File: config.mk
export PLATFORM = sky130hd
export DESIGN_NAME = lms_adapt_ctrl_flat
export DESIGN_NICKNAME = d
export VERILOG_FILES = /design/src/rtl/lms_adapt_ctrl_if.sv /design/src/rtl/lms_adapt_ctrl.sv /design/src/flat_wrapper.sv
export SDC_FILE = /design/constraint.sdc
export NUM_CORES = 1
export LEC_CHECK = 0
export CAP_MARGIN = 20
export CORE_MARGIN = 8
export CORE_UTILIZATION = 40
export DETAILED_ROUTE_END_ITERATION = 8
export MAX_ROUTING_LAYER = met4
export PLACE_DENSITY = 0.64
export SLEW_MARGIN = 20
export SYNTH_ARGS = -nofsm -noshare
export SYNTH_HDL_FRONTEND = slang
export SYNTH_SLANG_ARGS = --single-unit
File: constraint.sdc
create_clock -name clk -period 3.3 [get_ports clk]
set_clock_uncertainty 0.05 [all_clocks]
set_input_delay 0.495 -clock clk [delete_from_list [all_inputs] [get_ports clk]]
set_output_delay 0.495 -clock clk [all_outputs]
set_load 0.02 [all_outputs]
File: src/rtl/lms_adapt_ctrl_if.sv
// Sample-pair handshake plus filter-step bus between the LMS adaptation
// controller (slave view) and its sample source / filter datapath (master view).
interface lms_adapt_ctrl_if #(
    parameter int WIDTH = 8
);
    logic             s_valid;
    logic             s_ready;
    logic [WIDTH-1:0] s_x;
    logic [WIDTH-1:0] s_d;
    logic [WIDTH-1:0] f_x;
    logic [WIDTH-1:0] f_d;
    logic             f_en;
    logic             f_adapt;
    logic             f_clr;
    logic [7:0]       f_mu;
    logic [WIDTH-1:0] f_e;

    modport slave (
        input  s_valid, s_x, s_d, f_e,
        output s_ready, f_x, f_d, f_en, f_adapt, f_clr, f_mu
    );

    modport master (
        output s_valid, s_x, s_d, f_e,
        input  s_ready, f_x, f_d, f_en, f_adapt, f_clr, f_mu
    );
endinterface

File: src/rtl/lms_adapt_ctrl.sv
// LMS adaptation controller: clear -> train -> track sequencing with windowed
// |e| accounting for convergence, divergence and training timeout.
module lms_adapt_ctrl #(
    parameter int          WIDTH    = 8,
    parameter int          WIN_LOG2 = 4,
    parameter logic [7:0]  MU_TRAIN = 8'd26,
    parameter logic [7:0]  MU_TRACK = 8'd6,
    parameter logic [15:0] CONV_TH  = 16'd64,
    parameter logic [15:0] DIV_TH   = 16'd512,
    parameter logic [7:0]  MAX_WIN  = 8'd32
) (
    input  logic                      clk,
    input  logic                      rst_n,
    input  logic                      start,
    input  logic                      stop,
    input  logic                      freeze,
    lms_adapt_ctrl_if.slave           bus,
    output logic [1:0]                state,
    output logic                      converged,
    output logic                      timeout,
    output logic [WIDTH+WIN_LOG2-1:0] win_sum
);
    localparam int AW = WIDTH + WIN_LOG2;

    typedef enum logic [1:0] {
        IDLE  = 2'd0,
        CLEAR = 2'd1,
        TRAIN = 2'd2,
        TRACK = 2'd3
    } state_t;

    state_t              st;
    state_t              nxt;
    logic [AW-1:0]       acc;
    logic [AW-1:0]       sum;
    logic [WIN_LOG2-1:0] cnt;
    logic [7:0]          twin;
    logic [7:0]          twin_nxt;
    logic                tout_nxt;
    logic [WIDTH-1:0]    abs_e;
    logic                active;
    logic                accept;
    logic                step_in_win;
    logic                win_done;

    assign state       = st;
    assign active      = (st == TRAIN) || (st == TRACK);
    assign accept      = bus.s_valid && bus.s_ready;
    // A step issued after a stop lands in IDLE and is kept out of the window.
    assign step_in_win = bus.f_en && active;
    assign win_done    = step_in_win && (cnt == {WIN_LOG2{1'b1}});
    assign sum         = acc + AW'(abs_e);

    always_comb begin
        abs_e = bus.f_e;
        if (bus.f_e[WIDTH-1]) begin
            if (bus.f_e[WIDTH-2:0] == '0)
                abs_e = {1'b0, {(WIDTH-1){1'b1}}};
            else
                abs_e = -bus.f_e;
        end
    end

    always_comb begin
        nxt      = st;
        twin_nxt = twin;
        tout_nxt = timeout;
        case (st)
            IDLE: begin
                if (start)
                    nxt = CLEAR;
            end
            CLEAR: begin
                nxt      = TRAIN;
                twin_nxt = '0;
                tout_nxt = 1'b0;
            end
            TRAIN: begin
                if (win_done) begin
                    if (32'(sum) < 32'(CONV_TH)) begin
                        nxt = TRACK;
                    end else begin
                        if (twin != MAX_WIN)
                            twin_nxt = twin + 8'd1;
                        if (twin_nxt == MAX_WIN)
                            tout_nxt = 1'b1;
                    end
                end
            end
            TRACK: begin
                if (win_done && (32'(sum) > 32'(DIV_TH))) begin
                    nxt      = TRAIN;
                    twin_nxt = '0;
                end
            end
            default: nxt = IDLE;
        endcase
        if (stop)
            nxt = IDLE;
    end

    always_ff @(posedge clk or negedge rst_n) begin
        if (!rst_n) begin
            st          <= IDLE;
            bus.s_ready <= 1'b0;
            bus.f_x     <= '0;
            bus.f_d     <= '0;
            bus.f_en    <= 1'b0;
            bus.f_adapt <= 1'b0;
            bus.f_clr   <= 1'b0;
            bus.f_mu    <= MU_TRAIN;
            converged   <= 1'b0;
            timeout     <= 1'b0;
            win_sum     <= '0;
            acc         <= '0;
            cnt         <= '0;
            twin        <= '0;
        end else begin
            st          <= nxt;
            bus.s_ready <= (nxt == TRAIN) || (nxt == TRACK);
            bus.f_clr   <= (nxt == CLEAR);
            converged   <= (nxt == TRACK);
            twin        <= twin_nxt;
            timeout     <= tout_nxt;
            bus.f_en    <= accept;
            bus.f_adapt <= accept && !freeze;
            if (accept) begin
                bus.f_x  <= bus.s_x;
                bus.f_d  <= bus.s_d;
                bus.f_mu <= (st == TRACK) ? MU_TRACK : MU_TRAIN;
            end
            if (st == CLEAR) begin
                acc <= '0;
                cnt <= '0;
            end else if (step_in_win) begin
                cnt <= cnt + WIN_LOG2'(1);
                if (win_done) begin
                    win_sum <= sum;
                    acc     <= '0;
                end else begin
                    acc <= sum;
                end
            end
        end
    end
endmodule
File: src/flat_wrapper.sv
// flat-port wrapper written by rule: the top's interface ports become plain ports
module lms_adapt_ctrl_flat 
#(
    parameter int          WIDTH    = 8,
    parameter int          WIN_LOG2 = 4,
    parameter logic [7:0]  MU_TRAIN = 8'd26,
    parameter logic [7:0]  MU_TRACK = 8'd6,
    parameter logic [15:0] CONV_TH  = 16'd64,
    parameter logic [15:0] DIV_TH   = 16'd512,
    parameter logic [7:0]  MAX_WIN  = 8'd32
)
  (clk, rst_n, start, stop, freeze, state, converged, timeout, win_sum, bus_s_valid, bus_s_x, bus_s_d, bus_f_e, bus_s_ready, bus_f_x, bus_f_d, bus_f_en, bus_f_adapt, bus_f_clr, bus_f_mu);
  lms_adapt_ctrl_if #(.WIDTH(WIDTH)) bus_i ();
  input  logic clk;
  input  logic rst_n;
  input  logic start;
  input  logic stop;
  input  logic freeze;
  output logic [1:0] state;
  output logic converged;
  output logic timeout;
  output logic [WIDTH+WIN_LOG2-1:0] win_sum;
  input wire logic [$bits(bus_i.s_valid)-1:0] bus_s_valid;
  input wire logic [$bits(bus_i.s_x)-1:0] bus_s_x;
  input wire logic [$bits(bus_i.s_d)-1:0] bus_s_d;
  input wire logic [$bits(bus_i.f_e)-1:0] bus_f_e;
  output wire logic [$bits(bus_i.s_ready)-1:0] bus_s_ready;
  output wire logic [$bits(bus_i.f_x)-1:0] bus_f_x;
  output wire logic [$bits(bus_i.f_d)-1:0] bus_f_d;
  output wire logic [$bits(bus_i.f_en)-1:0] bus_f_en;
  output wire logic [$bits(bus_i.f_adapt)-1:0] bus_f_adapt;
  output wire logic [$bits(bus_i.f_clr)-1:0] bus_f_clr;
  output wire logic [$bits(bus_i.f_mu)-1:0] bus_f_mu;
  assign bus_i.s_valid = bus_s_valid;
  assign bus_i.s_x = bus_s_x;
  assign bus_i.s_d = bus_s_d;
  assign bus_i.f_e = bus_f_e;
  assign bus_s_ready = bus_i.s_ready;
  assign bus_f_x = bus_i.f_x;
  assign bus_f_d = bus_i.f_d;
  assign bus_f_en = bus_i.f_en;
  assign bus_f_adapt = bus_i.f_adapt;
  assign bus_f_clr = bus_i.f_clr;
  assign bus_f_mu = bus_i.f_mu;
  lms_adapt_ctrl #(.WIDTH(WIDTH), .WIN_LOG2(WIN_LOG2), .MU_TRAIN(MU_TRAIN), .MU_TRACK(MU_TRACK), .CONV_TH(CONV_TH), .DIV_TH(DIV_TH), .MAX_WIN(MAX_WIN)) u_core (.clk(clk), .rst_n(rst_n), .start(start), .stop(stop), .freeze(freeze), .bus(bus_i), .state(state), .converged(converged), .timeout(timeout), .win_sum(win_sum));
endmodule
# After elaboration in Yosys (flattened, before gate mapping)
# Cells that the tools add are included.
dict set report totals {
  output_inout_bits 44
  register_bits 68
  in_bits 30
}
dict set report classes {
  n_reduce_logical 16
  n_bitwise 1
  eq_ne 13
  add_sub_neg 4
  n_lt_le_gt_ge 2
  n_mux 26
}
# operator count
set op_table {}
lappend op_table {{2-to-1 mux 8 bit} 9}
lappend op_table {{2-to-1 mux 12 bit} 3}
lappend op_table {{case mux 8 bit (3 select lines)} 1}
lappend op_table {{adder 12 x 8 -> 12 bit} 1}
lappend op_table {{greater-than comparator 12 x 10 -> 1 bit (second input constant)} 1}
lappend op_table {{less-than comparator 12 x 7 -> 1 bit (second input constant)} 1}
lappend op_table {{2-to-1 mux 2 bit} 5}
lappend op_table {{adder 8 x 1 -> 8 bit (second input constant)} 1}
lappend op_table {{== test 2 bit (second input constant)} 4}
lappend op_table {{== test 8 x 6 -> 1 bit (second input constant)} 1}
lappend op_table {{2-to-1 mux 4 bit} 2}
lappend op_table {{!= test 8 x 6 -> 1 bit (second input constant)} 1}
lappend op_table {{negator 8 bit} 1}
lappend op_table {{case mux 2 bit (4 select lines)} 1}
lappend op_table {{AND reduction 4 bit} 2}
lappend op_table {{zero test 7 bit} 1}
lappend op_table {{!= test 2 bit (second input constant)} 3}
lappend op_table {{logical AND 1 bit} 5}
lappend op_table {{2-to-1 mux 5 bit} 1}
lappend op_table {{adder 4 x 1 -> 4 bit (second input constant)} 1}
lappend op_table {{== test 2 x 1 -> 1 bit (second input constant)} 2}
lappend op_table {{== test 4 bit (second input constant)} 1}
lappend op_table {{nonzero test 2 bit} 2}
lappend op_table {{2-to-1 mux 1 bit} 3}
lappend op_table {{8 further kinds} 9}

# Logic depth before layout (Yosys ltp)
# Gate-level depths: netlist of the first run.
dict set report logic_depth {
  word_depth 13
  ltp_mapped 18
  ltp_nobuf 17
}

# Worst setup path after synthesis of the first run
# No wires, ideal clock.
dict set report synth_timing {
  path_type {input to register}
  start {input port bus_f_e[5]}
  end {register u_core.twin[3]}
  n_path_buf 1
  stages 15
  path_slack_ps -503
  t_arrival_ps 3629
  t_required_ps 3126
  path_cell_list {or3_1 -> nor2_1 -> nand2_1 -> nand2_1 -> ha_1 -> inv_1 -> fa_1 -> nand2b_1 -> a211oi_1 -> nor3_1 -> a2111o_4 -> o31ai_4 -> buf_6 -> nor4_1 -> a211o_1}
}
dict set report synth_between {
  elab_chain_cells 8
}
# item line_no
set synth_rtl {}
lappend synth_rtl {{start: declaration} flat_wrapper.sv:26} ;# input wire logic [$bits(bus_i.f_e)-1:0] bus_f_e;
lappend synth_rtl {{negator 8 bit / zero test 7 bit (equally long branches)} {lms_adapt_ctrl.sv:60, lms_adapt_ctrl.sv:57}}
lappend synth_rtl {{2-to-1 mux 8 bit} lms_adapt_ctrl.sv:57} ;# if (bus.f_e[WIDTH-2:0] == '0)
lappend synth_rtl {{2-to-1 mux 8 bit *} lms_adapt_ctrl.sv:56} ;# if (bus.f_e[WIDTH-1]) begin
lappend synth_rtl {{adder 12 x 8 -> 12 bit *} lms_adapt_ctrl.sv:52} ;# assign sum = acc + AW'(abs_e);
lappend synth_rtl {{greater-than comparator 12 x 10 -> 1 bit} lms_adapt_ctrl.sv:91} ;# if (win_done && (32'(sum) > 32'(DIV_TH))) begin
lappend synth_rtl {{logical AND 1 bit} lms_adapt_ctrl.sv:91}
lappend synth_rtl {{!= test 2 bit (no source line)} n/a}
lappend synth_rtl {{AND reduction 4 bit (no source line) *} n/a}
lappend synth_rtl {{end signal: assignment} lms_adapt_ctrl.sv:123} ;# twin <= twin_nxt;
lappend synth_rtl {{end: declaration} lms_adapt_ctrl.sv:37} ;# logic [7:0] twin;
# Mark *: on every way between the ends. The rest lies on a longest branch, timed or not.
# A chain may end at the register's enable or synchronous reset.

# Final worst setup path of the first run
dict set report layout_timing {
  start {input port bus_f_e[4]}
  end {register u_core.twin[4]}
}
# The elaborated chain is that of the path after synthesis.

==> results of run 1 <==
-- flip-flops by register name, summed over array words and instances (netlist names) --
register and cells:
u_core.win_sum 12, u_core.twin 8, u_core.timeout 1, u_core.bus.s_ready 1, u_core.bus.f_d 8, u_core.converged 1
u_core.bus.f_adapt 1, u_core.state 2, u_core.bus.f_en 1, u_core.bus.f_mu 2, u_core.bus.f_clr 1, u_core.acc 12
u_core.bus.f_x 8, u_core.cnt 4
-- kinds of logic (layout without fill, tap and decap cells) --
group / Yosys count / count (layout) / synth area share
compound gates: 88 / 88 / 0.203
xor+xnor: 13 / 13 / 0.0343
fa+ha+maj: 14 / 14 / 0.0516
buf+inv: 34 / 157 / 0.0459
flops: 62 / 62 / 0.438
mux: 21 / 21 / 0.0660
other cells: 2 / 5 / 0.00212
simple gates: 120 / 120 / 0.159
-- metal layers --
layer	vias to the layer above	global-route usage	wire length, um
li1	1504	-	-
met1	1486	0.182	3790
met2	65	0.275	4890
met3	7	0.0378	395
met4	0	0.0447	63
met5	-	-	0
-- critical path, cell delays in order --
cell,delay (ps)
buf_6,90
or3_4,400
nor2_4,150
nand2_1,60
nand2_1,90
ha_2,180
inv_2,40
fa_2,350
nand2b_4,160
a211oi_4,330
nor3_2,90
a2111o_4,470
o311ai_4,360
a41o_4,300
a22o_1,150
-- placed cells by master, fill, tap and decap left out, types with 4 or more instances in the layout --
master           synthesis  final
nor3_1                   5      4
o21ai_0                 17     13
a22o_1                  14     14
nand3_1                  7      7
xnor2_1                  8      7
a21oi_1                  9      9
clkbuf_8                 0     10
inv_1                   14     12
dfrtp_1                 61     61
buf_4                    6     54
conb_1                   2      5
a21o_1                   5      5
buf_6                    1      5
ha_1                    13      9
nor2_1                  22     18
nand2b_1                 6      4
nand2_1                 54     52
clkdlybuf4s50_1          0     59
buf_2                    4      5
o21ai_1                  2      4
mux2_2                  19     19
-- worst max path at each step --
stage                    start             end  slack (ps)  depth (start not counted)
global route        bus_f_e[4]  u_core.twin[2]        -320                         16
CTS                 bus_f_e[4]  u_core.twin[4]        -200                         15
floorplan           bus_f_e[6]  u_core.twin[6]        -260                         15
detailed placement  bus_f_e[2]  u_core.twin[2]        -890                         16
finish              bus_f_e[4]  u_core.twin[4]        -200                         15
global placement    bus_f_e[2]  u_core.twin[2]        -900                         16
-- cell usage after synthesis (all sizes together) (2+ instances only) --
cell type	count
dfrtp	61
nand2	55
nor2	22
mux2	19
o21ai	19
inv	15
a22o	14
ha	13
buf	12
a21oi	10
xnor2	9
clkbuf	7
nand3	7
a21o	6
nand2b	6
nor3	5
o211ai	5
a21boi	4
nand4	4
nor4	4
o311ai	4
or4	4
xor2	4
a211o	3
a211oi	3
nor2b	3
o31ai	3
or2	3
a31oi	2
conb	2
mux2i	2
nor4b	2
o211a	2
o21a	2
or3	2
-- area by class of cell --
cell class / instances / area share
multi-input cells: 261 / 0.403
flip-flops and latches: 62 / 0.306
repair buffers: 126 / 0.219
clock buffers: 10 / 0.0271
well taps: 108 / 0.0266
inverters: 15 / 0.0111
clock inverters: 6 / 0.00739
-- report_power, final --
part | leakage (nW) | total (mW) | switching (mW) | internal (mW)
registers | 0.767 | 0.889 | 0.0509 | 0.838
clock network | 0.0841 | 0.583 | 0.295 | 0.288
logic | 1.42 | 0.613 | 0.296 | 0.316
-- repair_timing --
| action | in CTS | in global routing |
|---|---|---|
| endpoints found under the setup margin | 13 | 11 |
| resized for setup | 44 | 14 |
| setup buffers | 3 | 4 |
| pin swaps | 23 | 15 |
-- metrics by stage --
step           cells  total power [mW]
6_report         588              2.08
5_1_grt          588              2.19
4_1_cts          584              2.10
3_5_place_dp     565              1.49
3_3_place_gp     565              1.48
2_1_floorplan    357              1.19
==> qor.csv, run 1 <==
stage,metric,value,unit
finish,post-layout util,0.585,
worst_setup_path,worst reg2reg path startpoint,u_core.acc[0],
timing,Final setup viols,11,
status,failing checks,negative setup slack,
die,I/O pins,74,
routing,drt initial violations,137,
grt,initial antenna violation count,0,
synthesis,syn_area_per_cell,10.0,um^2
routing,DRC viols,0,
timing,period utilization,1.06,
clock_tree,CTS buffer count,9,
synthesis,top cell type's share of synthesized area,0.431,
worst_setup_path,reg-to-reg endpoint,u_core.twin[4],
routing,Antenna Violating Nets Remaining,0,
power_and_ir_drop,maximum VDD drop,0.000344,V
clock_tree,cts hold-fix bufs,0,
routing,1st-pass router iterations,4,
routing,routed vias,3062,
routing,Detailed Route WL,9.14,mm
worst_setup_path,R2R cell count,10,
worst_setup_path,Critical Path Source Type,input pin,
die,die area,12100,um^2
placed_design,Port Buf Inserts,68,
worst_setup_path,Crit. End Element,register,
placed_design,DP HPWL,6.78,mm
synthesis,synthesized area,3540,um^2
hold_path,Hold Crit Class,in2async,
clock_tree,CTS root buffer,clkbuf_8,
finish,ANT cells,0,
power_and_ir_drop,Leak,2.27,nW
synthesis,Yosys cell types,67,
clock_tree,CTS tree,done,
timing,Max-Slew Margin vs Limit,0.405,
finish,flip-flop and latch area,1550,um^2
flow_run,MaxCap Viol Count,0,
clock_tree,Worst-Skew Late Latency,340,ps
worst_setup_path,Worst Path Required,3520,ps
synthesis,Synth async-reset ratio,1.00,
routing,vias per cell,5.21,
timing,RSZ-0062 raised after global routing,yes,
timing,Slew Limit Fails,0,
clock_tree,CTS max path bufs,2,
placed_design,GPL Wtd Cong,0.833,
clock_tree,"CTS clk-pin slew, worst paths",60,ps
die,initial core utilization,0.408,
synthesis,Post-synth EDFFs,0,
worst_setup_path,flop-to-flop setup slack,390,ps
die,die width,110,um
synthesis,leading area contributor after synthesis,dfrtp_1,
worst_setup_path,Setup Crit Path Kind,in2reg,
routing,routed length per instance,15.5,um
placed_design,Post-Place Setup Slack,-887,ps
timing,worst setup margin,-198,ps
finish,Final #Nets,519,
grt,overall routing resource usage,0.160,
status,outcome,finished with violations,
synthesis,Mapped Cells,354,
timing,Hold WS,194,ps
synthesis,"FF+latch count, synth",62,
power_and_ir_drop,pwr dens,410,nW/um^2
die,site row count,34,
synthesis,sequential cell area fraction in the yosys report,0.438,
synthesis,"Top FF cell, synth",dfrtp_1,
timing,Worst-Margin Slew,890,ps
clock_tree,clock sinks,62,
timing,crit path time final,3500,ps
grt,largest net degree at the start of global routing,36,
finish,share of cells above drive strength 1,0.308,
finish,Area Overhead vs Synth,43.4,%
grt,first-pass GRT wire length,15.0,mm
synthesis,Synth area leaders,"dfrtp_1, mux2_2, nand2_1",
finish,Filler Cell Count,751,
worst_setup_path,CP Max Fanout,4,
timing,Max Clk Rate,0.286,GHz
die,overall die height,110,um
clock_tree,H-Tree Depth,3,
timing,"Hold Violations, Final",0,
synthesis,Ys Warns,0,
grt,vias in the first global route,3185,
placed_design,DP Area,4740,um^2
worst_setup_path,CP arrival,3710,ps
grt,global route total overflow,0,
timing,Fin Setup TNS,-1640,ps
die,core region area,8680,um^2
finish,final instance area,5080,um^2
finish,multi-input logic area,2050,um^2
Power figures use the tool's default switching activity.
==> run 2, diff against run 1 <==
--- a/config.mk
+++ b/config.mk
@@ -11,7 +11,6 @@
 export DETAILED_ROUTE_END_ITERATION = 8
 export MAX_ROUTING_LAYER = met4
 export PLACE_DENSITY = 0.64
-export SLEW_MARGIN = 20
 export SYNTH_ARGS = -nofsm -noshare
 export SYNTH_HDL_FRONTEND = slang
 export SYNTH_SLANG_ARGS = --single-unit
==> constraint.sdc (replaced) <==
create_clock -name clk -period 3.4 [get_ports clk]
set_clock_uncertainty 0.05 [all_clocks]
set_input_delay 0.51 -clock clk [delete_from_list [all_inputs] [get_ports clk]]
set_output_delay 0.51 -clock clk [all_outputs]
set_load 0.02 [all_outputs]
==> run 2 against run 1 <==
  * Critical path depth up 2
  * Worst setup slack better by 69 ps
  * Final cell count up 1.4%
  * Clock power up 3%
  * Highest routed layer unchanged
  * The run still ends with negative setup slack left
  * Power down 0.36%
  * Routed wire length up 1.8%
==> qor.csv, run 2 (synthesis results as in run 1) <==
stage,metric,value,unit,change
finish,ANT cells,0,,unchanged
timing,worst setup margin,-129,ps,+69.1 ps
routing,DRC viols,0,,unchanged
timing,Final setup viols,11,,unchanged
worst_setup_path,Crit. End Element,register,,
finish,Largest regs,"u_core.acc: 12 flops, u_core.win_sum: 12 flops",,
placed_design,placed insts,566,,+0.18%
timing,Slew Limit Fails,0,,unchanged
clock_tree,Worst-Skew Late Latency,340,ps,about the same
die,die area,12100,um^2,unchanged
die,I/O pins,74,,unchanged
die,initial core utilization,0.408,,unchanged
timing,crit path time final,3530,ps,
routing,vias per cell,5.28,,+1.3%
worst_setup_path,Worst Path Required,3570,ps,+50 ps
clock_tree,H-Tree Depth,3,,unchanged
grt,overall routing resource usage,0.162,,+0.00261
worst_setup_path,CP Max Fanout,13,,+9
die,site row count,34,,unchanged
timing,"Hold Violations, Final",0,,unchanged
routing,1st-pass router iterations,4,,unchanged
grt,largest net degree at the start of global routing,28,,-22%
timing,period utilization,1.04,,
timing,Worst-Margin Slew,878,ps,-11.8 ps
clock_tree,CTS tree,done,,
finish,"commonest non-fill, non-tap cell in the layout",dfrtp_1,,
grt,global route total overflow,0,,unchanged
hold_path,Hold Crit Class,in2async,,
status,outcome,finished with violations,,
timing,Max Clk Rate,0.283,GHz,
power_and_ir_drop,Leak,2.34,nW,+3.3%
clock_tree,CTS root buffer,clkbuf_8,,
placed_design,GPL Wtd Cong,0.843,,+1.3%
die,overall die height,110,um,unchanged
worst_setup_path,Setup Crit Path Kind,in2reg,,
finish,post-layout util,0.603,,+0.0176
flow_run,MaxCap Viol Count,0,,unchanged
die,die width,110,um,unchanged
clock_tree,CTS buffer count,9,,unchanged
power_and_ir_drop,maximum VDD drop,0.000344,V,about the same
finish,share of cells above drive strength 1,0.338,,+0.0298
routing,Detailed Route WL,9.31,mm,+1.8%
finish,Final #Nets,527,,+1.5%
worst_setup_path,Critical Path Source Type,input pin,,
finish,Finished Layout Cells,596,,+1.4%
finish,Area Overhead vs Synth,47.7,%,
worst_setup_path,CP arrival,3700,ps,about the same
grt,first-pass GRT wire length,15.3,mm,+2.1%
finish,final instance area,5230,um^2,+3.0%
routing,drt initial violations,166,,+21%
clock_tree,cts hold-fix bufs,0,,unchanged
finish,"commonest non-fill, non-tap cells in the layout","dfrtp_1, clkdlybuf4s50_1, buf_4, nand2_1, mux2_2",,
routing,routed length per instance,15.6,um,+0.43%
power_and_ir_drop,pwr dens,397,nW/um^2,-3.3%
routing,Antenna Violating Nets Remaining,0,,unchanged
grt,initial antenna violation count,0,,unchanged
status,failing checks,negative setup slack,,
routing,routed vias,3145,,+2.7%
timing,Max-Slew Margin vs Limit,0.413,,+0.00787
clock_tree,clock sinks,62,,unchanged
placed_design,DP HPWL,6.78,mm,about the same
finish,Filler Cell Count,750,,-0.13%
timing,RSZ-0062 raised after global routing,yes,,
placed_design,DP Area,4740,um^2,+0.16%
die,core region area,8680,um^2,unchanged
grt,vias in the first global route,3139,,-1.4%
placed_design,Port Buf Inserts,68,,unchanged
clock_tree,"CTS clk-pin slew, worst paths",70,ps,about the same
clock_tree,CTS max path bufs,2,,unchanged
==> run 2: cell types whose count changed in the layout (fill, tap and decap cells not counted), moves of 2 or more <==
cell,previous run,this run
buf_4,54,59
a21oi_1,9,6
a21oi_2,0,3
buf_6,5,8
clkbuf_8,10,12
clkinvlp_4,3,1
ha_2,3,1
nand2_1,52,50
nand2_4,0,2
==> run 2: path summary, 6_finish.rpt <==
path                            slack, ps                 to              start  cells after the start
max in group asynchronous            2520  u_core.win_sum[4]              rst_n                      2
worst min register to register        420  u_core.win_sum[5]  u_core.win_sum[5]                      2
worst max-delay path                 -130     u_core.twin[3]         bus_f_e[4]                     17
worst max register to register        510     u_core.twin[3]      u_core.acc[0]                     11
min in group clk                      420  u_core.win_sum[5]  u_core.win_sum[5]                      2
worst min-delay path                   60     u_core.twin[5]              rst_n                      1
==> run 2: repair_timing <==
action,in CTS,in global routing
setup buffers,11,3
pin swaps,21,11
resized for setup,46,30
endpoints found under the setup margin,12,11
==> run 2: critical path: stages <==
cell	delay, ps
buf_6	90
or3_4	390
nor2_4	150
buf_6	120
nand2_2	50
nand2_2	90
ha_4	130
inv_2	30
fa_2	350
nand2b_4	160
a211oi_4	310
nor3_2	80
a2111o_4	480
o31ai_4	280
buf_12	170
nor4_1	50
a211o_1	240
==> run 2: cell type report <==
type | instances | area [um^2] | area share
flip-flops and latches | 62 | 1550 | 0.297
clock inverters | 3 | 17.5 | 0.00335
multi-input cells | 261 | 2120 | 0.404
repair buffers | 134 | 1190 | 0.227
well taps | 108 | 135 | 0.0258
clock buffers | 13 | 169 | 0.0323
inverters | 15 | 56.3 | 0.0108
==> run 2: per-layer routing <==
| layer | vias up | global-route usage | routed length (um) |
|---|---|---|---|
| met5 | - | - | 0 |
| met4 | 0 | 0.0400 | 114 |
| met3 | 12 | 0.0395 | 424 |
| met2 | 72 | 0.267 | 4800 |
| met1 | 1537 | 0.197 | 3960 |
| li1 | 1524 | - | - |
==> run 2: per-stage QoR <==
stage	TNS, ps	setup WS (ps)	power (mW)	hold slack (ps)
2_1_floorplan	-1290	-174	1.16	164
3_3_place_gp	-10310	-805	1.44	410
3_5_place_dp	-11310	-860	1.45	412
4_1_cts	-1590	-186	2.08	65.3
5_1_grt	-2000	-218	2.18	86.7
6_report	-870	-129	2.08	58.0
==> run 2: where the power goes <==
group / switching (mW) / total, mW / internal [mW]
Sequential: 0.0503 / 0.864 / 0.814
Combinational: 0.297 / 0.615 / 0.318
Clock: 0.276 / 0.598 / 0.322
==> run 3, diff against run 2 <==
--- a/config.mk
+++ b/config.mk
@@ -8,9 +8,10 @@
 export CAP_MARGIN = 20
 export CORE_MARGIN = 8
 export CORE_UTILIZATION = 40
+export CTS_CLUSTER_DIAMETER = 120
 export DETAILED_ROUTE_END_ITERATION = 8
 export MAX_ROUTING_LAYER = met4
-export PLACE_DENSITY = 0.64
+export PLACE_DENSITY = 0.67
 export SYNTH_ARGS = -nofsm -noshare
 export SYNTH_HDL_FRONTEND = slang
 export SYNTH_SLANG_ARGS = --single-unit
==> constraint.sdc (replaced) <==
create_clock -name clk -period 3.2 [get_ports clk]
set_clock_uncertainty 0.05 [all_clocks]
set_input_delay 0.48 -clock clk [delete_from_list [all_inputs] [get_ports clk]]
set_output_delay 0.48 -clock clk [all_outputs]
set_load 0.02 [all_outputs]
==> run 3 against run 2 <==
  * The run still ends with negative setup slack left
  * Clock power is 14% higher
  * Worst setup slack got worse by 240 ps
  * Sequential share of layout area is 0.26 points higher
  * Highest routed layer unchanged
==> qor.csv, run 3 (synthesis results as in run 1) <==
stage,metric,value,unit,change
routing,vias per cell,5.33,,+1.1%
clock_tree,"CTS clk-pin slew, worst paths",60,ps,about the same
clock_tree,CTS max path bufs,2,,unchanged
routing,drt initial violations,127,,-23%
finish,Largest regs,"u_core.acc: 12 flops, u_core.win_sum: 12 flops",,
routing,Detailed Route WL,9.61,mm,+3.3%
clock_tree,CTS tree,done,,
status,failing checks,negative setup slack,,
status,outcome,finished with violations,,
grt,initial antenna violation count,0,,unchanged
clock_tree,Worst-Skew Late Latency,340,ps,about the same
power_and_ir_drop,maximum VDD drop,0.000339,V,-1.5%
die,die area,12100,um^2,unchanged
routing,1st-pass router iterations,5,,+1
timing,Final setup viols,11,,unchanged
clock_tree,CTS root buffer,clkbuf_8,,
worst_setup_path,Crit path top cell by count,buf_6,,
die,I/O pins,74,,unchanged
timing,"Hold Violations, Final",0,,unchanged
finish,"commonest non-fill, non-tap cell in the layout",dfrtp_1,,
die,overall die height,110,um,unchanged
power_and_ir_drop,Leak,2.33,nW,-0.73%
die,site row count,34,,unchanged
placed_design,Port Buf Inserts,68,,unchanged
finish,share of cells above drive strength 1,0.322,,-0.0158
worst_setup_path,"Slowest-stage cell, CP",or3_4,,
placed_design,DP HPWL,7.09,mm,+4.6%
worst_setup_path,Setup Crit Path Kind,in2reg,,
timing,period utilization,1.12,,
timing,Slew Limit Fails,0,,unchanged
clock_tree,clock sinks,62,,unchanged
placed_design,GPL Wtd Cong,0.851,,+0.94%
routing,Antenna Violating Nets Remaining,0,,unchanged
finish,Final #Nets,523,,-0.76%
timing,Max Clk Rate,0.280,GHz,
placed_design,DP Area,4750,um^2,about the same
placed_design,Post-Place Setup Slack,-1050,ps,-188 ps
finish,ANT cells,0,,unchanged
clock_tree,CTS buffer count,9,,unchanged
timing,RSZ-0062 raised after global routing,yes,,
grt,vias in the first global route,3228,,+2.8%
finish,Filler Cell Count,726,,-3.2%
grt,largest net degree at the start of global routing,39,,+39%
power_and_ir_drop,pwr dens,432,nW/um^2,+8.7%
clock_tree,H-Tree Depth,3,,unchanged
routing,DRC viols,0,,unchanged
timing,worst setup margin,-371,ps,-242 ps
timing,Max-Slew Margin vs Limit,0.405,,-0.00798
hold_path,Hold Crit Class,in2async,,
grt,global route total overflow,0,,unchanged
grt,first-pass GRT wire length,15.5,mm,+0.90%
worst_setup_path,Critical Path Source Type,input pin,,
routing,routed vias,3157,,+0.38%
die,core region area,8680,um^2,unchanged
flow_run,MaxCap Viol Count,0,,unchanged
timing,Hold WS,199,ps,+141 ps
worst_setup_path,Crit. End Element,register,,
worst_setup_path,CP Max Fanout,6,,-7
grt,overall routing resource usage,0.168,,+0.00508
worst_setup_path,cell chain of the critical path,"buf_6, or3_4, nor2_4, o21ai_1, nor2b_1, a31oi_1, ha_1, a21o_1, a21oi_4, a32oi_2, xnor2_2, a2111o_4, o31ai_4, buf_6, nor4b_4, a211o_1",,
worst_setup_path,Worst Path Required,3370,ps,-200 ps
finish,Area Overhead vs Synth,46.4,%,
timing,Worst-Margin Slew,890,ps,+12.0 ps
worst_setup_path,"slowest stage delay, CP",400,ps,-80 ps
worst_setup_path,CP arrival,3750,ps,+50 ps
timing,crit path time final,3570,ps,
finish,final instance area,5190,um^2,-0.86%
die,initial core utilization,0.408,,unchanged
timing,Fin Setup TNS,-3350,ps,-2480 ps
routing,routed length per instance,16.2,um,+4.0%
finish,"commonest non-fill, non-tap cells in the layout","dfrtp_1, clkdlybuf4s50_1, buf_4, nand2_1, nor2_1",,
die,die width,110,um,unchanged
==> run 3: changes by cell type in the layout (fill, tap and decap cells not counted), sizes merged <==
cell           delta
buf               -6
bufinv            +1
clkbuf            -1
clkdlybuf4s15     +1
dlygate4sd2       +1
==> run 3: report_power, final <==
group | switching [mW] | internal, mW | total (mW)
sequential | 0.0469 | 0.864 | 0.911
clock | 0.302 | 0.379 | 0.681
combinational | 0.320 | 0.328 | 0.647
total | 0.669 | 1.57 | 2.24
==> run 3: final cells by class <==
type                    instances  area (um^2)  share of cell area
repair buffers                130         1160               0.223
inverters                      15         56.3              0.0109
multi-input cells             261         2100               0.404
clock buffers                  12          145              0.0280
flip-flops and latches         62         1550               0.299
well taps                     108          135              0.0260
clock inverters                 4         47.5             0.00916
==> run 3: metal layers <==
metal,wire [um],GRT usage,vias up
li1,-,-,1515
met1,3910,0.189,1550
met2,5070,0.277,73
met3,447,0.0424,19
met4,187,0.0723,0
met5,0,-,-
==> run 3: what timing repair did <==
item | in CTS | in global routing
endpoints found under the setup margin | 16 | 13
hold buffers | 0 | 0
buffers inserted | 6 | 3
pin swaps | 24 | 25
resized for setup | 43 | 26
==> run 3: worst paths after layout <==
check	startpoint	endpoint	slack, ps	cells after the start
setup / recovery	bus_f_e[4]	u_core.twin[6]	-370	16
hold / removal	rst_n	u_core.converged	200	1
setup reg to reg	u_core.acc[0]	u_core.twin[6]	260	11
hold reg to reg	u_core.win_sum[9]	u_core.win_sum[9]	430	2
max in group asynchronous	rst_n	u_core.win_sum[2]	2180	2
min in group clk	u_core.win_sum[9]	u_core.win_sum[9]	430	2
==> run 3: worst max-delay path, delay by kind of cell <==
kind | cells | cell delay, ps
buf+inv | 2 | 260
compound gates | 8 | 1780
fa+ha+maj | 1 | 310
simple gates | 4 | 730
xor+xnor | 1 | 170
==> run 3: through the flow <==
step / std cells / power [mW] / util
2_1_floorplan: 357 / 1.23 / -
3_3_place_gp: 568 / 1.53 / 0.547
3_5_place_dp: 568 / 1.55 / 0.547
4_1_cts: 590 / 2.26 / 0.582
5_1_grt: 592 / 2.36 / 0.598
6_report: 592 / 2.24 / 0.598
